[src/rtl/common_vl_pack.sv]
// common_vl_pack: shared vl_rec record type, data width and transmit state enum.
package common_vl_pack;
    localparam int VL_DATA_W = 32;
    typedef struct packed {
        logic                 vl_bit;
        logic [7:0]           vl_seq;
        logic [VL_DATA_W-1:0] vl_data;
    } vl_rec;
    typedef enum logic {IDLE, HOLD} vl_tx_state_e;
endpackage

[src/rtl/vl_sync_fifo.sv]
// vl_sync_fifo: synchronous FIFO with wrap-bit pointers and a combinational head.
module vl_sync_fifo #(
    parameter int WIDTH = 32,
    parameter int DEPTH = 4
) (
    input  logic             clk,
    input  logic             reset,
    input  logic             push,
    input  logic             pop,
    input  logic [WIDTH-1:0] wdata,
    output logic [WIDTH-1:0] rdata,
    output logic             full,
    output logic             empty
);
    localparam int AW = $clog2(DEPTH);
    logic [WIDTH-1:0] mem [DEPTH];
    logic [AW:0] wp, rp;
    logic do_push, do_pop;
    assign full    = (wp[AW] != rp[AW]) && (wp[AW-1:0] == rp[AW-1:0]);
    assign empty   = wp == rp;
    assign do_push = push && !full;
    assign do_pop  = pop && !empty;
    assign rdata   = mem[rp[AW-1:0]];
    always_ff @(posedge clk) begin
        if (reset) begin
            wp <= '0;
            rp <= '0;
        end else begin
            if (do_push) wp <= wp + 1'b1;
            if (do_pop) rp <= rp + 1'b1;
        end
    end
    always_ff @(posedge clk) begin
        if (do_push) mem[wp[AW-1:0]] <= wdata;
    end
endmodule

[src/rtl/vl_rec_sender.sv]
// vl_rec_sender: buffers payload words and emits them as vl_rec records,
// one vl_bit toggle per record, with a minimum idle gap between records.
module vl_rec_sender
    import common_vl_pack::*;
#(
    parameter int DEPTH = 4,
    parameter int GAP   = 3
) (
    input  logic                 clk,
    input  logic                 reset,
    input  logic                 in_valid,
    output logic                 in_ready,
    input  logic [VL_DATA_W-1:0] in_data,
    input  logic                 enable,
    output vl_rec                data_sent,
    output logic                 busy,
    output logic [15:0]          sent_count
);
    localparam int GW = $clog2(GAP + 2);
    vl_tx_state_e state, state_n;
    logic [GW-1:0] gap_cnt, gap_n;
    logic [7:0] seq, seq_n;
    logic [15:0] cnt_n;
    vl_rec rec_n;
    logic [VL_DATA_W-1:0] head;
    logic full, empty, emit;
    vl_sync_fifo #(.WIDTH(VL_DATA_W), .DEPTH(DEPTH)) u_fifo (
        .clk(clk), .reset(reset), .push(in_valid && in_ready), .pop(emit),
        .wdata(in_data), .rdata(head), .full(full), .empty(empty)
    );
    // in_ready is forced low during reset since occupancy is not yet known
    assign in_ready = !full && !reset;
    assign emit     = enable && !empty && (state == IDLE || (state == HOLD && gap_cnt == '0));
    assign busy     = !empty || (state == HOLD && gap_cnt != '0);
    always_comb begin
        state_n = state;
        gap_n   = gap_cnt;
        seq_n   = seq;
        cnt_n   = sent_count;
        rec_n   = data_sent;
        if (emit) begin
            state_n = HOLD;
            gap_n   = GW'(GAP);
            seq_n   = seq + 8'd1;
            cnt_n   = sent_count + {15'd0, sent_count != 16'hFFFF};
            rec_n   = '{vl_bit: ~data_sent.vl_bit, vl_seq: seq, vl_data: head};
        end else if (state == HOLD) begin
            gap_n   = gap_cnt != '0 ? gap_cnt - 1'b1 : gap_cnt;
            state_n = gap_cnt != '0 ? HOLD : IDLE;
        end
    end
    always_ff @(posedge clk) begin
        if (reset) begin
            state      <= IDLE;
            gap_cnt    <= '0;
            seq        <= '0;
            sent_count <= '0;
            data_sent  <= '0;
        end else begin
            state      <= state_n;
            gap_cnt    <= gap_n;
            seq        <= seq_n;
            sent_count <= cnt_n;
            data_sent  <= rec_n;
        end
    end
endmodule

[config.mk]
export PLATFORM = sky130hd
export DESIGN_NAME = vl_rec_sender
export DESIGN_NICKNAME = d
export VERILOG_FILES = /design/src/rtl/common_vl_pack.sv /design/src/rtl/vl_sync_fifo.sv /design/src/rtl/vl_rec_sender.sv
export SDC_FILE = /design/constraint.sdc
export NUM_CORES = 1
export LEC_CHECK = 0
export CAP_MARGIN = 10
export CORE_AREA = 8 8 171 108
export CTS_BUF_LIST = sky130_fd_sc_hd__clkbuf_8
export DETAILED_ROUTE_END_ITERATION = 12
export DIE_AREA = 0 0 179 116
export PLACE_DENSITY = 0.82
export RECOVER_POWER = 100
export SETUP_SLACK_MARGIN = 0.5
export SYNTH_ARGS = -nofsm -noshare
export SYNTH_HDL_FRONTEND = slang
export SYNTH_SLANG_ARGS = --single-unit
[constraint.sdc]
create_clock -name clk -period 11.7 [get_ports clk]
set_input_delay 1.755 -clock clk [delete_from_list [all_inputs] [get_ports clk]]
set_output_delay 1.755 -clock clk [all_outputs]
set_load 0.05 [all_outputs]
# Word level (Yosys, flattened, before mapping)
# Memories as Yosys holds them, arrays and structs flattened. A register that Yosys moved wholly into a read port is not among the register bits.
# Cells that the tools add are included.
# op_classes
addsub,5
n_eq_ne,4
n_mux,8
bitwise,2
n_reduce_logical,21
# op_table
op,count
adder 16 x 1 -> 16 bit,1
!= test 16 bit (second input constant),1
logical AND 1 bit,9
adder 8 x 1 -> 8 bit (second input constant),1
adder 3 x 1 -> 3 bit (second input constant),2
two-way mux 2 bit,3
two-way mux 1 bit,5
AND reduction 2 bit,2
nonzero test 2 bit,2
equality test 3 bit,1
zero test 1 bit,3
zero test 3 bit,1
nonzero test 3 bit,1
subtractor 3 x 1 -> 3 bit (second input constant),1
equality test 2 bit,1
logical OR 1 bit,2
NOT 1 bit,2
OR reduction 2 bit,1
!= test 1 bit,1
# totals
regBits,43
mem_bits_rw,128
in_bits,36
out_inout_bits,59
mem_count,1
# mem_list
memory,depth,word_bits,read_ports,rd_clocked_by_memory_dff,wr,line,text
u_fifo.mem,4,32,1,1,1,vl_sync_fifo.sv:16,logic [WIDTH-1:0] mem [DEPTH];

# Logic depth before layout (Yosys ltp)
# Gate-level depths: netlist of run 1.
# depth
depth_word,8
mapped_depth,9
depth_no_buf,7

# Hierarchy
# From an unflattened synthesis of run 1, not the netlist that was laid out.
# hier_totals
cells_unflattened,576
hier_area_um2,8018.9
# modules_own_cells
mod,n_inst,cells_each,area_per_inst_um2,seq_area_each_um2
vl_sync_fifo,1,235,5177.5,4003.8
vl_rec_sender,1,341,2841.5,1381.3

# Worst setup path before layout of run 1
# Ideal clock, no wire load.
# synth_path
kind,in2reg
from,input port reset
to,memory u_fifo.mem[3][0] (enable)
setup_time_ps,485
arrival_ps,4509
t_required_ps,11215
setup_slack_ps,6706
stages,2
path_buffers,1
cell_sequence,clkbuf_1 -> a311oi_1
# synth_via
elab_chain_len,6
# synth_lines
element,line,text
start: declaration,vl_rec_sender.sv:10,"input logic reset,"
zero test 1 bit,vl_rec_sender.sv:32,assign in_ready = !full && !reset;
logical AND 1 bit,vl_rec_sender.sv:32,
logical AND 1 bit,vl_rec_sender.sv:28,".clk(clk), .reset(reset), .push(in_valid && in_ready), .pop(emit),"
logical AND 1 bit,vl_sync_fifo.sv:21,assign do_push = push && !full;
two-way mux 1 bit,vl_sync_fifo.sv:34,if (do_push) mem[wp[AW-1:0]] <= wdata;
two-way mux 1 bit (not written as such),vl_sync_fifo.sv:34,
end: declaration,vl_sync_fifo.sv:16,
# Every way passes these cells.

# Worst setup path after layout of run 1
# layout_path
from,input port reset
to,output port in_ready
# layout_via
elab_chain_len,2
# layout_lines
element,line,text
zero test 1 bit,vl_rec_sender.sv:32,
logical AND 1 bit,vl_rec_sender.sv:32,
end: declaration,vl_rec_sender.sv:12,"output logic in_ready,"
# Every way passes these cells.

==> impl_metrics.tcl, run 1 <==
set metrics [dict create \
    status "complete, but fails checks" \
    violations "max-capacitance violations, max-slew violations" \
    setup.worst_path.end_class "primary output" \
    fp.dieArea_mm2 0.0208 \
    syn_inst 549 \
    antenna_found_initial 2 \
    leakagePower_nw 3.21 \
    synth_top_cell_area_share 0.494 \
    slew_violations 250 \
    worstHoldPathType "flip-flop to flip-flop" \
    arrival_ps 5360 \
    max-vdd-ir-drop_v 0.000112 \
    grt.total_usage 0.154 \
    wirelength_met1_mm 6.91 \
    core_mm2 0.0159 \
    place_area_mm2 0.00890 \
    die_h_um 116 \
    timing.max_cap.violations 6 \
    clkSinkCount 203 \
    synth_area_leaders "edfxtp_1 (49%), dfxtp_1 (19%), mux4_2 (9.3%), nand2_1 (4.6%), a21oi_1 (4.1%)" \
    gp_congestion 0.744 \
    clock_skew_ps 16.5 \
    start_kind "input port" \
    synthesis.nets 595 \
    via_count 4791 \
    grt_max_degree 80 \
    clk_pin_slew_worst_paths_ps 60 \
    fmax_mhz 141 \
    path_class "input port to primary output" \
    async_flop_share 0 \
    grt_overflow 0 \
    design_area_mm2 0.00948 \
    power_density_mw_per_mm2 177 \
    grt_pass1_wl_mm 25.2 \
    synth.distinct_cells 39 \
    firstDrtPassIters 4 \
    period_minus_slack_ps 7110 \
    fin_nets 693 \
    clock-root-buffer "clkbuf_8" \
    start_util 0.490 \
    avgSynthCellArea_um2 14.2 \
    grt_pass1_vias 4848 \
    cts_max_level 1 \
    cts_resized 0 \
    synth_edf_count 128 \
    fin_crit_sh 0.608 \
    setup.worst_path.start "reset" \
    synth-main-ff-cell "edfxtp_1" \
    drive_above_1_share 0.122 \
    netlist_area_mm2 0.00779 \
    n_fill_cell 1185 \
    dr.max_layer_used "met5" \
    ys_ff_latch 203 \
    drt-total-wl_mm 16.2 \
    areaGrowthSynthToFinish_pct 21.7 \
    synth_common_cells "edfxtp_1 (128), nand2_1 (96), dfxtp_1 (75)" \
    yosysMostFrequentCell "edfxtp_1" \
    place.port_buffers 94 \
    relSlewSlack -1.46 \
    clk_latency_ps 540 \
    pin_count 95 \
    timing.rr.start "u_fifo.rp[1]$_SDFFE_PP0P_" \
    setup_viol 0 \
    num_rows 36 \
    cts_buffers 29 \
    met2_length_mm 7.64 \
    yosys_warnings 0 \
    path_max_fanout 79 \
    cts.path.max_buffers 3 \
    vias_per_cell 5.44 \
    hold_viol_final 0 \
    cts_hold_buf 0 \
    cts_tree "built" \
    dp.final_hpwl_mm 10.1 \
    antenna_left 0 \
    wire_per_inst_um 18.3 \
    worstPathRequired_ps 9950 \
    tns_ps 0 \
    tightest_slew_ps 3690 \
    post_cts_buffers 0 \
    min_from "data_sent[26]$_SDFFE_PP0P_" \
    drt-initial-drc-count 345 \
    yosys.area.top_type "edfxtp_1" \
    die_width_um 179 \
    met3WireLength_mm 1.41 \
    grt_setup_unrepaired "no" \
    remaining_drc_errors 0 \
    yosysSeqAreaShare 0.686 \
]
-- worst max-delay path: stages --
cell and delay, ps:
buf_2 70, clkbuf_1 2580, a31oi_1 -10, dlygate4sd3_1 940
-- logic make-up (layout without fill, tap and decap cells) --
group	count (synthesis)	after routing	synth area share
muxes	33	33	0.0940
other	0	2	0
adders and majority gates	10	10	0.0161
xor gates and xnor gates	10	10	0.0141
AOI/OAI and AO/OA	95	95	0.0726
buffers and inverters	42	163	0.0235
and+or+nand+nor	156	156	0.0932
DFF	203	203	0.686
-- where the power goes --
group / internal, W / switching, W
registers: 0.000800 / 0.0000223
clock network: 0.000292 / 0.000252
logic: 0.000113 / 0.000197
-- stage by stage --
step,util,total power [W],hold slack (ps),setup WS [ps],std cells
floorplan,-,0.00106,440,6710,549
global placement,0.560,0.00115,447,6620,825
detailed placement,0.560,0.00116,449,6600,825
CTS,0.596,0.00170,459,6590,879
global route,0.596,0.00175,477,4300,880
finish,0.596,0.00168,451,4590,881
-- registers in the layout, summed over array words and instances (netlist names) --
signal	cells
data_sent	41
gap_cnt	3
sent_count	16
seq	8
state	1
u_fifo.mem	128
u_fifo.rp	3
u_fifo.wp	3
-- final cells by class --
| class | count | area [µm²] | area share |
|---|---|---|---|
| Antenna cell | 2 | 5.00 | 0.000528 |
| Clock inverter | 19 | 101 | 0.0107 |
| Inverter | 10 | 37.5 | 0.00396 |
| Multi-Input combinational cell | 304 | 2280 | 0.240 |
| Timing Repair Buffer | 99 | 966 | 0.102 |
| Tap cell | 209 | 262 | 0.0276 |
| Sequential cell | 203 | 5350 | 0.564 |
| Clock buffer | 35 | 482 | 0.0508 |
-- worst paths after layout --
| check | end | slack [ps] | depth (start not counted) |
|---|---|---|---|
| max | in_ready | 4590 | 4 |
| min | data_sent[26]$_SDFFE_PP0P_ | 450 | 2 |
| max reg2reg | u_fifo.mem[0][12]$_DFFE_PP_ | 6700 | 3 |
| min reg2reg | data_sent[26]$_SDFFE_PP0P_ | 450 | 2 |
-- layer usage --
layer | track usage | vias up
li1 | - | 2262
met1 | 0.200 | 2343
met2 | 0.254 | 162
met3 | 0.0407 | 22
met4 | 0.0417 | 2
met5 | 0 | -
-- cell usage in the layout, fill, tap and decap left out, drive strengths merged, types with 2 or more instances in the layout --
cell           synthesis  layout
a21oi                 64      64
a311oi                 2       2
and2                   3       3
and4                   4       4
buf                   16       4
clkbuf                16      37
clkdlybuf4s50          0       2
clkinv                 0       4
dfxtp                 75      75
diode                  0       2
dlygate4sd3            0      91
edfxtp               128     128
ha                    10      10
inv                   10      23
mux4                  32      32
nand2                 96      96
nand3                  9       9
nand4                  6       6
nor2                  10      10
nor2b                  2       2
nor4                   2       2
o21ai                  7       7
o31ai                 13      13
or3                    8       8
or4                   12      12
xnor2                  7       7
xor2                   3       3
Power figures use the tool's default switching activity.
==> run 2, diff against run 1 <==
--- a/config.mk
+++ b/config.mk
@@ -10,7 +10,7 @@
 export CTS_BUF_LIST = sky130_fd_sc_hd__clkbuf_8
 export DETAILED_ROUTE_END_ITERATION = 12
 export DIE_AREA = 0 0 179 116
-export PLACE_DENSITY = 0.82
+export PLACE_DENSITY = 0.85
 export RECOVER_POWER = 100
 export SETUP_SLACK_MARGIN = 0.5
 export SYNTH_ARGS = -nofsm -noshare
==> constraint.sdc (replaced) <==
create_clock -name clk -period 6.2 [get_ports clk]
set_input_delay 0.93 -clock clk [delete_from_list [all_inputs] [get_ports clk]]
set_output_delay 0.93 -clock clk [all_outputs]
set_load 0.05 [all_outputs]
==> run 2 against run 1 <==
  * The flow still finishes with violations (max-capacitance violations, max-slew violations)
  * Clock-buffer cell count decreased by 5
  * Worst hold slack gained 6.0 ps
  * Power increased by 86%
  * Non-clock buffer count unchanged
  * Sequential share of layout area grew 0.39 points
  * Flip-flop and latch count is the same
  * Design area decreased by 0.69%
  * Clock power increased by 82%
  * Setup slack got worse by 3300 ps
  * Clock skew shrank 2.6 ps
  * First-iteration DRC count grew 2.6%
  * Wire length is 2.2% higher
  * Largest cell class unchanged
  * Largest power group unchanged
==> impl_metrics.tcl, run 2 (synthesis gave the netlist of run 1 again) <==
set metrics [dict create \
    status "complete, but fails checks" \
    violations "max-capacitance violations, max-slew violations" \
    timing.rr.start "u_fifo.rp[1]$_SDFFE_PP0P_" \
    remaining_drc_errors 0 \
    tightest_slew_ps 2200 \
    min_from "data_sent[1]$_SDFFE_PP0P_" \
    clk_pin_slew_worst_paths_ps 70 \
    power_density_mw_per_mm2 331 \
    grt_max_degree 62 \
    hold_depth 2 \
    mostFrequentLayoutCells "edfxtp_1 (128), nand2_1 (96), dlygate4sd3_1 (91)" \
    p_int_w 0.00221 \
    worst-r2r-setup-slack_ps 1400 \
    die_width_um 179 \
    max-vdd-ir-drop_v 0.000182 \
    largest_reg_flops 128 \
    firstDrtPassIters 5 \
    seq_power_share 0.497 \
    final_common_cell "edfxtp_1" \
    clk_latency_ps 550 \
    critPathMaxStageDelay_ps 1490 \
    leakagePower_nw 3.20 \
    grt_overflow 0 \
    core_mm2 0.0159 \
    grt_setup_unrepaired "no" \
    gp_congestion 0.753 \
    n_fill_cell 1197 \
    crit_slowest_cell "dfxtp_1" \
    r2r_cells 5 \
    setup.worst_path.end_class "primary output" \
    grt.total_usage 0.157 \
    fin_crit_sh 0.795 \
    cts.path.max_buffers 3 \
    path_cells "xor2_1 > nor3_1 > nand2_1 > dlygate4sd3_1" \
    via_count 4891 \
    pin_count 95 \
    drt-total-wl_mm 16.5 \
    clockPowerShare 0.316 \
    vias_per_cell 5.56 \
    grt_pass1_vias 5068 \
    worstHoldPathType "flip-flop to flip-flop" \
    diodes 0 \
    cts_resized 0 \
    p_switching_w 0.000907 \
    hold_viol_final 0 \
    cts_hold_buf 0 \
    clock_skew_ps 13.9 \
    fin_nets 693 \
    grt_pass1_wl_mm 26.0 \
    arrival_ps 4000 \
    worstPathRequired_ps 5270 \
    path_class "flip-flop to primary output" \
    place.port_buffers 94 \
    setup.worst_path.start "u_fifo.rp[1]$_SDFFE_PP0P_" \
    fmax_mhz 203 \
    cts_buffers 29 \
    cts_max_level 1 \
    die_h_um 116 \
    relSlewSlack -0.465 \
    period_minus_slack_ps 4930 \
    timing.max_cap.violations 4 \
    crit_family "flip-flops" \
    drt-initial-drc-count 354 \
    final_core_util 0.592 \
    clkSinkCount 203 \
    antenna_left 0 \
    path_max_fanout 36 \
    clock-root-buffer "clkbuf_8" \
    start_kind "flip-flop" \
    num_rows 36 \
    tns_ps 0 \
    drive_above_1_share 0.121 \
    fp.dieArea_mm2 0.0208 \
    post_cts_buffers 0 \
    comb_power_share 0.187 \
    cts_tree "built" \
    setup_viol 0 \
    netSwitchingFraction 0.291 \
    wire_per_inst_um 18.8 \
    dp.final_hpwl_mm 10.4 \
    areaGrowthSynthToFinish_pct 20.9 \
    slew_violations 133 \
    crit_buf_inv 1 \
    antenna_found_initial 0 \
    worst-path-stages 4 \
    start_util 0.490 \
]
-- run 2: changes by cell type in the layout (fill, tap and decap cells not counted), sizes merged --
cell and delta:
clkinv +6, clkbuf -5, diode -2, clkinvlp -1
-- run 2: worst paths after layout --
kind / end
max: busy
min: data_sent[1]$_SDFFE_PP0P_
max reg2reg: sent_count[13]$_SDFFE_PP0P_
min reg2reg: data_sent[1]$_SDFFE_PP0P_
-- run 2: worst min-delay path, delay by kind of cell (launching register included) --
kind	cells	cell delay, ps
AND/OR/NAND/NOR	1	50
AO/OA/AOI/OAI	1	50
flip-flops	1	310
-- run 2: final cells by class --
type | count | area [µm²] | share of cell area
tap | 209 | 262 | 0.0278
sequential | 203 | 5350 | 0.568
clock inverter | 24 | 133 | 0.0141
inverter | 10 | 37.5 | 0.00399
multi-input combinational | 304 | 2250 | 0.240
clock buffer | 30 | 413 | 0.0439
timing repair buffer | 99 | 966 | 0.103
-- run 2: per-stage QoR --
stage                     setup slack (ps)  cell area (µm²)  total power (W)  std cells  hold slack, ps
after detailed placement              2500             8890          0.00219        824             450
after floorplan                       2030             7790          0.00200        549             440
after CTS                             1890             9440          0.00317        878             462
final                                 1270             9410          0.00312        879             457
after global routing                   942             9410          0.00325        879             470
after global placement                2590             8890          0.00217        824             447
-- run 2: power groups by stage --
stage | sequential, W | clock [W] | combinational (W)
2_1_floorplan | 0.00169 | 0 | 0.000315
3_3_place_gp | 0.00157 | 0 | 0.000592
3_5_place_dp | 0.00158 | 0 | 0.000607
4_1_cts | 0.00155 | 0.00101 | 0.000610
5_1_grt | 0.00156 | 0.00107 | 0.000629
6_report | 0.00155 | 0.000986 | 0.000583
-- run 2: per-layer routing --
layer / GRT usage / routed length, µm
met1: 0.210 / 7400
met3: 0.0364 / 1230
met2: 0.259 / 7680
met5: 0 / 0
met4: 0.0346 / 198
==> run 3, diff against run 2 <==
==> constraint.sdc (replaced) <==
create_clock -name clk -period 4 [get_ports clk]
set_input_delay 0.6 -clock clk [delete_from_list [all_inputs] [get_ports clk]]
set_output_delay 0.6 -clock clk [all_outputs]
set_load 0.05 [all_outputs]
==> run 3 against run 2 <==
  * The run still ends with max-capacitance violations, max-slew violations left
  * Clock-buffer cell count grew 7
  * Register-to-register slack lost 810 ps
  * Combinational power grew 59%
  * Global-route usage grew 0.77 points
  * Wire length grew 5.1%
  * Sequential share of layout area shrank 0.25 points
  * Clock power grew 61%
  * Core utilization grew 0.26 points
  * Critical endpoint is now u_fifo.wp[2]$_SDFFE_PP0P_
  * Largest power group unchanged
==> impl_metrics.tcl, run 3 (synthesis gave the netlist of run 1 again) <==
set metrics [dict create \
    status "complete, but fails checks" \
    violations "max-capacitance violations, max-slew violations" \
    slew_violations 83 \
    hold_depth 2 \
    dr.max_layer_used "met5" \
    met2_length_mm 8.11 \
    grt_pass1_vias 5279 \
    firstDrtPassIters 5 \
    fin_cells 879 \
    die_h_um 116 \
    tightest_slew_ps 2260 \
    grt_overflow 0 \
    cts_resized 0 \
    grt_setup_unrepaired "no" \
    drive_above_1_share 0.127 \
    drt-initial-drc-count 355 \
    period_minus_slack_ps 3410 \
    wire_per_inst_um 19.7 \
    worstPathRequired_ps 4390 \
    start_kind "flip-flop" \
    relSlewSlack -0.506 \
    grt.total_usage 0.165 \
    clock_skew_ps 17.3 \
    vias_per_cell 5.59 \
    drt-total-wl_mm 17.4 \
    antenna_left 0 \
    clk_pin_slew_worst_paths_ps 60 \
    timing.max_cap.violations 2 \
    final_common_cell "edfxtp_1" \
    cts_max_level 1 \
    areaGrowthSynthToFinish_pct 21.4 \
    pre_cts_ws_ps 975 \
    tns_ps 0 \
    via_count 4915 \
    setup_viol 0 \
    path_max_fanout 35 \
    cts_tree "built" \
    dp.final_hpwl_mm 10.8 \
    met3WireLength_mm 1.27 \
    antenna_found_initial 1 \
    setup_ws_ps 593 \
    fin_crit_sh 0.852 \
    setup.worst_path.end_class "flip-flop" \
    holdWs_ps 453 \
    pin_count 95 \
    cts_buffers 29 \
    clock-root-buffer "clkbuf_8" \
    largest_reg_flops 128 \
    start_util 0.490 \
    diodes 0 \
    clkSinkCount 203 \
    remaining_drc_errors 0 \
    arrival_ps 3800 \
    r2r_cells 6 \
    grt_max_degree 55 \
    clk_latency_ps 530 \
    worst-r2r-setup-slack_ps 590 \
    fp.dieArea_mm2 0.0208 \
    num_rows 36 \
    post_cts_buffers 0 \
    grt_pass1_wl_mm 27.1 \
    die_width_um 179 \
    hold_viol_final 0 \
    core_mm2 0.0159 \
    gp_congestion 0.794 \
    wirelength_met1_mm 7.72 \
    path_class "flip-flop to flip-flop" \
    cts.path.max_buffers 3 \
    worstHoldPathType "flip-flop to flip-flop" \
    max-vdd-ir-drop_v 0.000323 \
    leakagePower_nw 3.24 \
    place.port_buffers 94 \
    cts_hold_buf 0 \
    fin_nets 694 \
    mostFrequentLayoutCells "edfxtp_1 (128), nand2_1 (96), dlygate4sd3_1 (91)" \
    fmax_mhz 294 \
    power_density_mw_per_mm2 519 \
    dp.cells 825 \
]
run 3: cell count changes in the layout (fill, tap and decap cells not counted), sizes merged:
cell    previous run  this run
buf                4         5
clkbuf            32        39
inv               23        25
bufinv             1         0
clkinv            10         1
run 3: power breakdown:
| group | switching (W) | total, W | leakage, nW | internal, W |
|---|---|---|---|---|
| clock | 0.000762 | 0.00159 | 0.350 | 0.000826 |
| sequential | 0.0000559 | 0.00239 | 1.77 | 0.00234 |
| combinational | 0.000602 | 0.000929 | 1.11 | 0.000326 |
run 3: final timing paths:
| path | end | start |
|---|---|---|
| setup / recovery | u_fifo.wp[2]$_SDFFE_PP0P_ | u_fifo.rp[1]$_SDFFE_PP0P_ |
| hold / removal | data_sent[9]$_SDFFE_PP0P_ | data_sent[9]$_SDFFE_PP0P_ |
| setup reg to reg | u_fifo.wp[2]$_SDFFE_PP0P_ | u_fifo.rp[1]$_SDFFE_PP0P_ |
| hold reg to reg | data_sent[9]$_SDFFE_PP0P_ | data_sent[9]$_SDFFE_PP0P_ |
run 3: per-layer routing:
layer / GRT usage / vias to the layer above
li1: - / 2257
met3: 0.0459 / 27
met5: 0 / -
met2: 0.275 / 169
met4: 0.0406 / 2
met1: 0.211 / 2460
run 3: layout make-up:
type | instances | area (µm²)
multi-input cells | 304 | 2250
fillers | 1221 | 6450
clock inverters | 16 | 61.3
inverters | 10 | 37.5
well taps | 209 | 262
flip-flops and latches | 203 | 5350
repair buffers | 100 | 982
clock buffers | 37 | 509
run 3: critical path, stage by stage, from the launching register on:
cell	delay (ps)
dfxtp_1	390
buf_4	470
xnor2_1	230
a311oi_4	230
clkbuf_1	1630
xnor2_1	240
nor2_1	60
run 3: through the flow:
stage	instance area [µm²]	utilization	total power (W)
floorplan	7790	-	0.00311
global placement	8900	0.560	0.00336
detailed placement	8900	0.560	0.00340
CTS	9470	0.596	0.00497
global route	9450	0.595	0.00510
finish	9450	0.595	0.00491
